### config.mk
export PLATFORM = sky130hd
export DESIGN_NAME = xsimintf_hex_rx
export DESIGN_NICKNAME = d
export VERILOG_FILES = /design/src/rtl/xsimintf_hex_rx.sv
export SDC_FILE = /design/constraint.sdc
export NUM_CORES = 1
export LEC_CHECK = 0
export BUFFER_PORTS_ARGS = -buffer_cell sky130_fd_sc_hd__buf_2
export CAP_MARGIN = 10
export CORE_MARGIN = 1.5
export CORE_UTILIZATION = 50
export DETAILED_ROUTE_END_ITERATION = 12
export HOLD_SLACK_MARGIN = 0.1
export PLACE_DENSITY = 0.72
export SLEW_MARGIN = 20
export SYNTH_ARGS = -nofsm -noshare
export SYNTH_HDL_FRONTEND = slang
export SYNTH_SLANG_ARGS = --single-unit
### constraint.sdc
create_clock -name clk -period 4.13 [get_ports clk]
set_input_delay 0.826 -clock clk [delete_from_list [all_inputs] [get_ports clk]]
set_output_delay 0.826 -clock clk [all_outputs]
set_load 0.02 [all_outputs]
### src/rtl/xsimintf_hex_rx.sv
// ASCII hex frame parser: turns "fafafafa\n"-style text frames into
// WIDTH-bit words on a valid/ready output, with overflow and error flags.
module xsimintf_hex_rx #(
    parameter int WIDTH      = 32,
    parameter int MAX_DIGITS = WIDTH / 4
) (
    input  logic             clk,
    input  logic             rst,
    input  logic [7:0]       in_data,
    input  logic             in_valid,
    output logic             in_ready,
    output logic [WIDTH-1:0] out_data,
    output logic             out_valid,
    input  logic             out_ready,
    output logic             out_ovf,
    output logic             err,
    output logic [15:0]      frame_cnt
);

    localparam int NW = $clog2(MAX_DIGITS + 2);
    localparam logic [NW-1:0] L_MAX = NW'(MAX_DIGITS);

    typedef enum logic [1:0] {
        S_IDLE,
        S_DIGITS,
        S_EMIT,
        S_SKIP
    } state_t;

    state_t           r_state;
    logic [WIDTH-1:0] r_acc;
    logic [NW-1:0]    r_ndig;
    logic [WIDTH-1:0] r_out_data;
    logic             r_out_valid;
    logic             r_out_ovf;
    logic             r_err;
    logic [15:0]      r_frame_cnt;

    logic             w_fire;
    logic             w_hex;
    logic             w_term;
    logic             w_ws;
    logic             w_bad;
    logic [3:0]       w_nib;

    always_comb begin
        w_hex = 1'b0;
        w_nib = 4'd0;
        if (in_data >= 8'h30 && in_data <= 8'h39) begin
            w_hex = 1'b1;
            w_nib = in_data[3:0];
        end else if ((in_data >= 8'h61 && in_data <= 8'h66) ||
                     (in_data >= 8'h41 && in_data <= 8'h46)) begin
            // low nibble of 'a'/'A' is 1, so add 9 to reach 10
            w_hex = 1'b1;
            w_nib = in_data[3:0] + 4'd9;
        end
    end

    assign w_term = (in_data == 8'h0A) || (in_data == 8'h2C);
    assign w_ws   = (in_data == 8'h20) || (in_data == 8'h09) ||
                    (in_data == 8'h0D);
    assign w_bad  = !(w_hex || w_term || w_ws);

    assign in_ready = (r_state != S_EMIT);
    assign w_fire   = in_valid && in_ready;

    always_ff @(posedge clk) begin
        if (rst) begin
            r_state     <= S_IDLE;
            r_acc       <= '0;
            r_ndig      <= '0;
            r_out_data  <= '0;
            r_out_valid <= 1'b0;
            r_out_ovf   <= 1'b0;
            r_err       <= 1'b0;
            r_frame_cnt <= 16'd0;
        end else begin
            r_err <= 1'b0;
            unique case (r_state)
                S_IDLE: begin
                    if (w_fire && w_hex) begin
                        r_acc   <= {{(WIDTH-4){1'b0}}, w_nib};
                        r_ndig  <= NW'(1);
                        r_state <= S_DIGITS;
                    end else if (w_fire && w_bad) begin
                        r_err   <= 1'b1;
                        r_state <= S_SKIP;
                    end
                end
                S_DIGITS: begin
                    if (w_fire && w_hex) begin
                        r_acc <= {r_acc[WIDTH-5:0], w_nib};
                        if (r_ndig <= L_MAX)
                            r_ndig <= r_ndig + NW'(1);
                    end else if (w_fire && (w_term || w_ws)) begin
                        r_out_data  <= r_acc;
                        r_out_ovf   <= (r_ndig > L_MAX);
                        r_out_valid <= 1'b1;
                        r_state     <= S_EMIT;
                    end else if (w_fire && w_bad) begin
                        r_err   <= 1'b1;
                        r_state <= S_SKIP;
                    end
                end
                S_EMIT: begin
                    if (out_ready) begin
                        r_out_valid <= 1'b0;
                        r_frame_cnt <= r_frame_cnt + 16'd1;
                        r_state     <= S_IDLE;
                    end
                end
                S_SKIP: begin
                    if (w_fire && w_term)
                        r_state <= S_IDLE;
                end
                default: r_state <= S_IDLE;
            endcase
        end
    end

    assign out_data  = r_out_data;
    assign out_valid = r_out_valid;
    assign out_ovf   = r_out_ovf;
    assign err       = r_err;
    assign frame_cnt = r_frame_cnt;

endmodule

== Yosys cells after proc, flatten, opt, wreduce, memory -nomap -nowiden ==
Cells that the tools add are included.

* $add $sub $neg: 3
* Multiply operators: 0
* Divide/modulo/power cells: 0
* Order comparisons: 8
* Equal/unequal tests: 16
* Shift-type cells: 0
* Multiplexer cells: 27
* Bitwise operators: 1
* Reductions and logical operators: 25

{| class="wikitable"
|+ Operators by type and width
! kind !! count
|-
| $mux 32 || 2
|-
| $pmux 32 s2 || 1
|-
| $eq 8x4->1 const B || 3
|-
| $mux 4 || 5
|-
| $add 16x1->16 const B || 1
|-
| $eq 8x6->1 const B || 2
|-
| $ge 8x7->1 const B || 2
|-
| $le 8x7->1 const B || 2
|-
| $ne 2x2->1 const B || 8
|-
| $mux 2 || 6
|-
| $mux 1 || 9
|-
| $reduce_and 3->1 || 3
|-
| $ge 8x6->1 const B || 1
|-
| $le 8x6->1 const B || 1
|-
| $logic_and 1x1->1 || 8
|-
| $pmux 2 s4 || 1
|-
| $pmux 4 s2 || 1
|-
| $reduce_and 4->1 || 2
|-
| $logic_or 1x1->1 || 7
|-
| $add 4x1->4 const B || 1
|-
| $add 4x4->4 const B || 1
|-
| $eq 2x2->1 const B || 2
|-
| $gt 4x4->1 const B || 1
|-
| $le 4x4->1 const B || 1
|-
| 7 further kinds || 9
|}

* Register bits: 89
* Latch bits: 0
* Bits in writable memories: 0
* Bits in read-only memories: 0
* Output and inout port bits: 52
* Memories kept: 0

== Depth between registers and ports, before layout ==
Gate-level depths: netlist of the first run.

* Depth after elaboration: 13
* Gate-level depth with buffers: 9

== Worst setup path before layout of the first run ==
OpenSTA, ideal clock, no wires.

* Kind: input to register
* From: input port in_data[1]
* To: register r_ndig[2]
* Arrival time: 2.259 ns
* Setup slack: 1.738 ns
* Cell stages on the path: 8
* Path buffers: 1
* Path through: inv_1 ha_1 o21bai_1 a2111o_1 a21o_1 buf_2 o21ai_0 a21oi_1

* Cells in the longest elaborated chain, start to end: 8

{| class="wikitable"
|+ Ends and longest elaborated chain
! what !! line !! text
|-
| start: declaration || 9 || <nowiki>input logic [7:0] in_data,</nowiki>
|-
| $ge 8x7->1, or another cell as far along || 52 || <nowiki>end else if ((in_data >= 8'h61 && in_data <= 8'h66) ||</nowiki>
|-
| $logic_and 1x1->1 (on tied branches) || 52, 53 ||
|-
| $logic_or 1x1->1 || 52 ||
|-
| $mux 1 || 52 ||
|-
| $mux 1 (*) || 49 || <nowiki>if (in_data >= 8'h30 && in_data <= 8'h39) begin</nowiki>
|-
| $logic_and 1x1->1 (*) || 82, 92 ||
|-
| $ne 2x2->1 (no line) || -- ||
|-
| $reduce_and 4->1 (no line) (*) || -- ||
|-
| end signal: assignment || 95 || <nowiki>r_ndig <= r_ndig + NW'(1);</nowiki>
|-
| end: declaration || 32 || <nowiki>logic [NW-1:0] r_ndig;</nowiki>
|}

Every way passes the cells marked *; elsewhere a longest branch is shown, timed or not.
A chain may end at the register's enable or synchronous reset.

== Worst setup path in the final report of the first run ==
* From: input port in_data[1]
* To: register r_acc[22]

* Cells in the longest elaborated chain, start to end: 8

{| class="wikitable"
|+ Ends and longest elaborated chain
! what !! line !! text
|-
| $ge 8x7->1, or another cell as far along || 52 ||
|-
| $logic_and 1x1->1 (on tied branches) || 52, 53 ||
|-
| $logic_or 1x1->1 || 52 ||
|-
| $mux 1 || 52 ||
|-
| $mux 1 (*) || 49 ||
|-
| $logic_and 1x1->1 (*) || 82, 92 ||
|-
| $ne 2x2->1 (no line) || -- ||
|-
| $reduce_and 3->1 (no line) (*) || -- ||
|-
| end signal: assignment || 83 || <nowiki>r_acc <= {{(WIDTH-4){1'b0}}, w_nib};</nowiki>
|-
| end signal: assignment || 93 || <nowiki>r_acc <= {r_acc[WIDTH-5:0], w_nib};</nowiki>
|-
| end: declaration || 31 || <nowiki>logic [WIDTH-1:0] r_acc;</nowiki>
|}

Marked as above.

==> results of run 1 <==
==> cells by family after synthesis <==
logic type	count (synthesis)
simple gates	164
flops	89
compound gates	66
buf+inv	35
mux	34
xor+xnor	13
fa+ha+maj	7
==> tightest hold or removal path, cell delays in order (launching register included) <==
cell and delay (ns):
dfxtp_1 0.32, nand2_1 0.05, a21oi_1 0.05
==> power by group <==
group | internal (W) | leakage, nW | total (W) | switching [W]
logic | 0.0000249 | 0.821 | 0.0000831 | 0.0000582
clock network | 0.000254 | 0.0898 | 0.000546 | 0.000292
registers | 0.000862 | 0.717 | 0.000867 | 0.00000493
==> path summary, 6_finish.rpt <==
kind	start	end
setup / recovery	in_data[1]	r_acc[22]
hold / removal	r_acc[31]	r_acc[31]
setup reg to reg	r_state[0]	out_data[23]
hold reg to reg	r_acc[31]	r_acc[31]
==> per-stage QoR <==
step	cell area [sq um]	power (W)	utilization	setup slack (ns)
2_1_floorplan	3789	0.0009512	-	1.738
3_3_place_gp	4114	0.0009686	0.5642	1.129
3_5_place_dp	4114	0.0009697	0.5642	1.025
4_1_cts	4298	0.001515	0.5894	1.410
5_1_grt	4298	0.001563	0.5894	1.229
6_report	4298	0.001496	0.5894	1.398
==> final cells by class <==
class	count	area [sq um]	share of cell area
clock inverter	3	25.02	0.005822
inverter	9	33.78	0.007860
sequential	89	1782	0.4146
clock buffer	13	158.9	0.03697
tap	99	123.9	0.02882
multi-input combinational	284	1814	0.4221
timing repair buffer	69	360.3	0.08384
==> state kept, by name, indices dropped and copies added, names as in the netlist <==
| name | count |
|---|---|
| r_state | 2 |
| out_valid | 1 |
| r_acc | 32 |
| out_data | 32 |
| r_ndig | 4 |
| out_ovf | 1 |
| frame_cnt | 16 |
| err | 1 |
==> cells in the final DEF (no fill, tap or decap), types with 2 or more instances in the layout <==
master / n
inv_1: 9
nand3_2: 10
nand3_1: 27
clkbuf_8: 11
nor2b_1: 2
nor2_1: 54
o21bai_1: 2
a211oi_1: 4
nand4_1: 4
nor3_1: 2
ha_1: 7
nand2_1: 43
xnor2_1: 4
buf_2: 63
or4_1: 2
o21ai_0: 9
a21oi_2: 10
nor4b_1: 2
xor2_1: 9
clkinv_4: 2
buf_4: 6
clkbuf_1: 2
dfxtp_1: 89
a21oi_1: 28
nand2b_1: 4
or3_1: 3
and3_1: 2
nand4b_1: 2
mux2i_1: 34
a311oi_1: 2
==> metal layers <==
metal	wire, microns	up-vias	GRT usage
met3	322	12	0.04738
met1	3495	1388	0.2500
li1	-	1517	-
met4	146	0	0.09259
met2	3340	69	0.2999
met5	0	-	0
==> metrics, run 1 <==
top-area cell type share of the netlist area=0.4703; layout cells sized above 1=0.2313; register area share after synthesis=0.4703; Setup crit end kind=flip-flop; Num CTS Buffers=9; Synth Flop Type=dfxtp_1; Final Hold Viols=0; CP max FO=22; Buf+Inv Stages, Crit Path=3; synth top area cells=dfxtp_1 (47%), mux2i_1 (9.0%), nor2_1 (5.4%); largest net degree at the start of global routing=54; post-synthesis compound-gate area fraction=0.1182; Post-CTS Setup Bufs=0; drt first-iter violations=155; clock sinks=89; drt drc=0; worst-skew pair later-pin latency=0.35 ns; Rel. slew slack=0.3532; vias per cell=5.276; fill cell count=702; number of flops mapped to enable cells by yosys=0; total grt overflow=0; Critical Path Start Type=primary input; Final min period=2.732 ns; Max rail drop VDD=0.1793 mV; post-CTS resize count=0; Yosys reg bits=89; WS Path Type=in2reg; Worst Skew=0.01016 ns; TritonCTS clock tree=yes; Min-Delay Path Depth=2; ys async rst share=0; Power Density=348.1 nW/um^2; routability cong.=0.8207; via count=2,986; Ys Warns=0; I/O pins=64; multiplexer share of the synthesized area=0.08983; initial antenna violation count=0; Mapped Nets=427; Post-Route WL=7304 microns; cell taking the most area after synthesis=dfxtp_1; Synth top cells by count=dfxtp_1 (89), nor2_1 (54), nand2_1 (43); first-pass GRT wire length=12,850 microns; Die Y=90.05 microns; CTS HTree Levels=3; fin nets=481; slowest cell delay on critical path=0.59 ns; CTS Buffer Depth=2; r2r setup slk=1.93 ns; CP cell instances=buf_2 -> inv_1 -> ha_1 -> o21bai_1 -> a2111o_1 -> a21oi_4 -> buf_4 -> nand3_1 -> a21oi_1; Hold Buf Count CTS=0; actual slew at the worst max-slew pin=0.9458 ns; Mapped Area=3789 sq um; die width=90.05 microns; Crit-path slowest cell=a21oi_4; RSZ-0062 raised after global routing=false; Fin Setup TNS=0 ns; Max-cap violations=0; Max Fclk=366.0 MHz; Layout area overhead=13.44%; Antenna Nets Post-Route=0; combinational family with the most area after synthesis=simple AND/OR/NAND/NOR gates; All-Layer GR Usage=0.1927; router iterations before antenna repair=4; Slew Limit Fails=0; Top Family by Delay on Critical Path=compound AO/OA/AOI/OAI gates; Final Cycle Share=0.6616; Reg clk slew, reported paths=0.08 ns; Final setup viols=0; CP arrival=3.01 ns; dpl hpwl=4931 microns; Starting Density=0.5196; Root Buffer=clkbuf_8; number of port buffers=63; Reg2Reg Depth=7; Synth Instances=408; Unique masters post-synth=47; syn avg cell area=9.286 sq um; top-count cell post-synth=dfxtp_1; vias in the first global route=2,794; Hold Crit Class=reg2reg; Die ar.=8108 sq um; LEAKAGE=1.628 nW; WP depth=9; Post-Synth Simple-Gate Area=0.2176; Placed Cells=550; Avg WL per Cell=12.90 microns; site row count=31; CORE AREA=7292 sq um; Crit path required time=4.41 ns; Synth Area in XOR/XNOR=0.03005; Non-Filler Instances=566; hold slack=0.4570 ns; Antenna Cells=0; status=complete, no violations; share of synthesized cell area in full adder, half adder and majority cells=0.02312
Power figures use the tool's default switching activity.
==> inputs of run 2 (changes only) <==
- ABC_AREA: unset -> 1
- PLACE_DENSITY: 0.72 -> 0.75
- clock period: 4.13 -> 2.2 ns (I/O delays scaled with it)
==> metrics, run 2 <==
I/O pins=64 (unchanged); CP cell instances=inv_2 -> nor2_8 -> inv_1 -> buf_2; Logic pwr share=0.076 (+0.020); drt first-iter violations=217 (+40%); Fin Setup TNS=0 ns (unchanged); actual slew at the worst max-slew pin=0.6830 ns (-0.2628 ns); Critical Path Start Type=flip-flop; fill cell count=701 (-0.14%); number of port buffers=63 (unchanged); worst-skew pair later-pin latency=0.35 ns (about the same); Unique masters post-synth=29 (-38%); Final Hold Viols=0 (unchanged); most common cell after layout, fill and taps aside=nand2_1; Final Cycle Share=0.7826; Top Family by Delay on Critical Path=flip-flops; Ys Warns=0 (unchanged); via count=3,573 (+20%); slowest cell delay on critical path=0.46 ns (-0.13 ns); Hold Buf Count CTS=0 (unchanged); status=complete, no violations; Setup crit end kind=primary output; RSZ-0062 raised after global routing=false; Post-CTS Setup Bufs=0 (unchanged); Die ar.=8334 sq um (+2.8%); CORE AREA=7647 sq um (+4.9%); Num CTS Buffers=9 (unchanged); Slew Limit Fails=0 (unchanged); Post-Route WL=8599 microns (+18%); number of flops mapped to enable cells by yosys=0 (unchanged); Final min period=1.722 ns; Power Density=693.4 nW/um^2 (+99%); Synth top cells by count=nand2_1 (117), dfxtp_1 (89), a21oi_1 (82); Max rail drop VDD=0.3635 mV (+100%); die width=91.29 microns (+1.4%); layout cells sized above 1=0.1854 (-0.04582); Avg WL per Cell=12.66 microns (-1.9%); internal power=0.002379 W (+110%); post-CTS resize count=0 (unchanged); vias in the first global route=3,388 (+21%); most frequent cells in the layout=nand2_1 (117), dfxtp_1 (89), a21oi_1 (82), buf_2 (63), nand3_1 (43); Seq pwr share=0.522 (-0.057); syn avg cell area=7.539 sq um (-19%); CTS Buffer Depth=2 (unchanged); synth top area cells=dfxtp_1 (46%), nand2_1 (11%), a21oi_1 (11%); clock sinks=89 (unchanged); Antenna Nets Post-Route=0 (unchanged); dpl hpwl=5887 microns (+19%); top-area cell type share of the netlist area=0.4571 (-0.01313); Layout area overhead=15.73%; Root Buffer=clkbuf_8; Max Fclk=580.8 MHz; Psw=0.0007485 W (+110%); ys async rst share=0 (unchanged); CP max FO=5 (-77%); GR Util met3=0.04439 (-0.002989); Final setup viols=0 (unchanged); Synth Instances=517 (+27%); Switching Fraction=0.2393 (+0.002026); routability cong.=0.8511 (+3.7%); largest net degree at the start of global routing=70 (+30%); All-Layer GR Usage=0.2178 (+0.02511); top-count cell post-synth=nand2_1; register area share after synthesis=0.4571 (-0.01313); Synth Flop Type=dfxtp_1; fin nets=592 (+23%); GR Util met1=0.2705 (+0.02054); total grt overflow=0 (unchanged); Crit-path slowest cell=dfxtp_1; Starting Density=0.5097 (-0.009908); Worst Skew=0.007883 ns (-0.002280 ns); drt drc=0 (unchanged); WS Path Type=reg2out; Crit path required time=1.76 ns (-2.65 ns); hold_sp=out_ready; GR Util met2=0.3769 (+0.07699); initial antenna violation count=0 (unchanged); TritonCTS clock tree=yes; Max-cap violations=0 (unchanged); Post-Place Setup Slack=0.1528 ns (-0.8724 ns); vias per cell=5.262 (-0.26%); router iterations before antenna repair=4 (unchanged); Reg clk slew, reported paths=0.08 ns (about the same); CP arrival=1.28 ns (-1.73 ns); Mapped Area=3897 sq um (+2.9%); cell taking the most area after synthesis=dfxtp_1; power share of the clock group=0.402 (+0.037); CTS HTree Levels=3 (unchanged); Die Y=91.29 microns (+1.4%); Antenna Cells=0 (unchanged); site row count=32 (+3.2%); LEAKAGE=1.871 nW (+15%); Yosys reg bits=89 (unchanged); first-pass GRT wire length=14,950 microns (+16%); reg2reg start=r_state[1]; worst setup path start=r_state[1]; Mapped Nets=536 (+26%); Hold Crit Class=in2reg; Rel. slew slack=0.5447 (+0.1915); Final WS setup=0.4782 ns (-0.9193 ns); Buf+Inv Stages, Crit Path=3 (unchanged); gr busiest metal=met2
-- run 2: cells by family (layout without fill, tap and decap cells) --
| group | count (synthesis) | after routing | share of synthesized area |
|---|---|---|---|
| and+or+nand+nor | 249 | 249 | 0.3027 |
| DFF | 89 | 89 | 0.4571 |
| buffers and inverters | 70 | 130 | 0.08186 |
| xor gates and xnor gates | 3 | 3 | 0.006743 |
| AOI/OAI and AO/OA | 99 | 99 | 0.1290 |
| adders and majority gates | 7 | 7 | 0.02247 |
-- run 2: path summary, 6_finish.rpt --
path	endpoint	slack (ns)	cells after the start
hold / removal	frame_cnt[1]	0.40	3
setup / recovery	in_ready	0.48	4
setup reg to reg	frame_cnt[12]	0.53	9
hold reg to reg	out_data[9]	0.46	2
-- run 2: worst min-delay path, stage by stage --
cell	delay, ns
buf_2	0.13
nand3_1	0.08
a21oi_1	0.06
-- run 2: stage by stage --
| stage | std cells | util | hold slack [ns] | area (sq um) | power (W) |
|---|---|---|---|---|---|
| after global routing | 679 | 0.5898 | 0.3974 | 4511 | 0.003243 |
| after CTS | 679 | 0.5898 | 0.3968 | 4511 | 0.003140 |
| after detailed placement | 664 | 0.5600 | 0.4508 | 4283 | 0.001906 |
| after global placement | 664 | 0.5600 | 0.4381 | 4283 | 0.001902 |
| after floorplan | 517 | - | 0.4333 | 3897 | 0.001836 |
| final | 679 | 0.5898 | 0.4024 | 4511 | 0.003128 |
-- run 2: cell type report --
cell class                      count  area, sq um  share of cell area
Multi-Input combinational cell    358         1802              0.3994
Sequential cell                    89         1782              0.3950
Timing Repair Buffer               76        425.4             0.09431
Clock buffer                       11        151.4             0.03356
Inverter                           39        146.4             0.03245
Tap cell                          102        127.6             0.02829
Clock inverter                      4        76.32             0.01692
-- run 2: power groups by stage --
stage                     sequential [W]  clock [W]  combinational, W
after floorplan                  0.00167          0          0.000168
after global placement           0.00167          0          0.000232
after detailed placement         0.00167          0          0.000235
after CTS                        0.00163    0.00127          0.000236
after global routing             0.00163    0.00135          0.000263
final                            0.00163    0.00126          0.000238
-- run 2: per-layer routing --
metal,share of wire,vias to the layer above
met5,0,-
met3,0.041,11
met1,0.46,1644
met2,0.48,76
met4,0.013,0
li1,-,1842
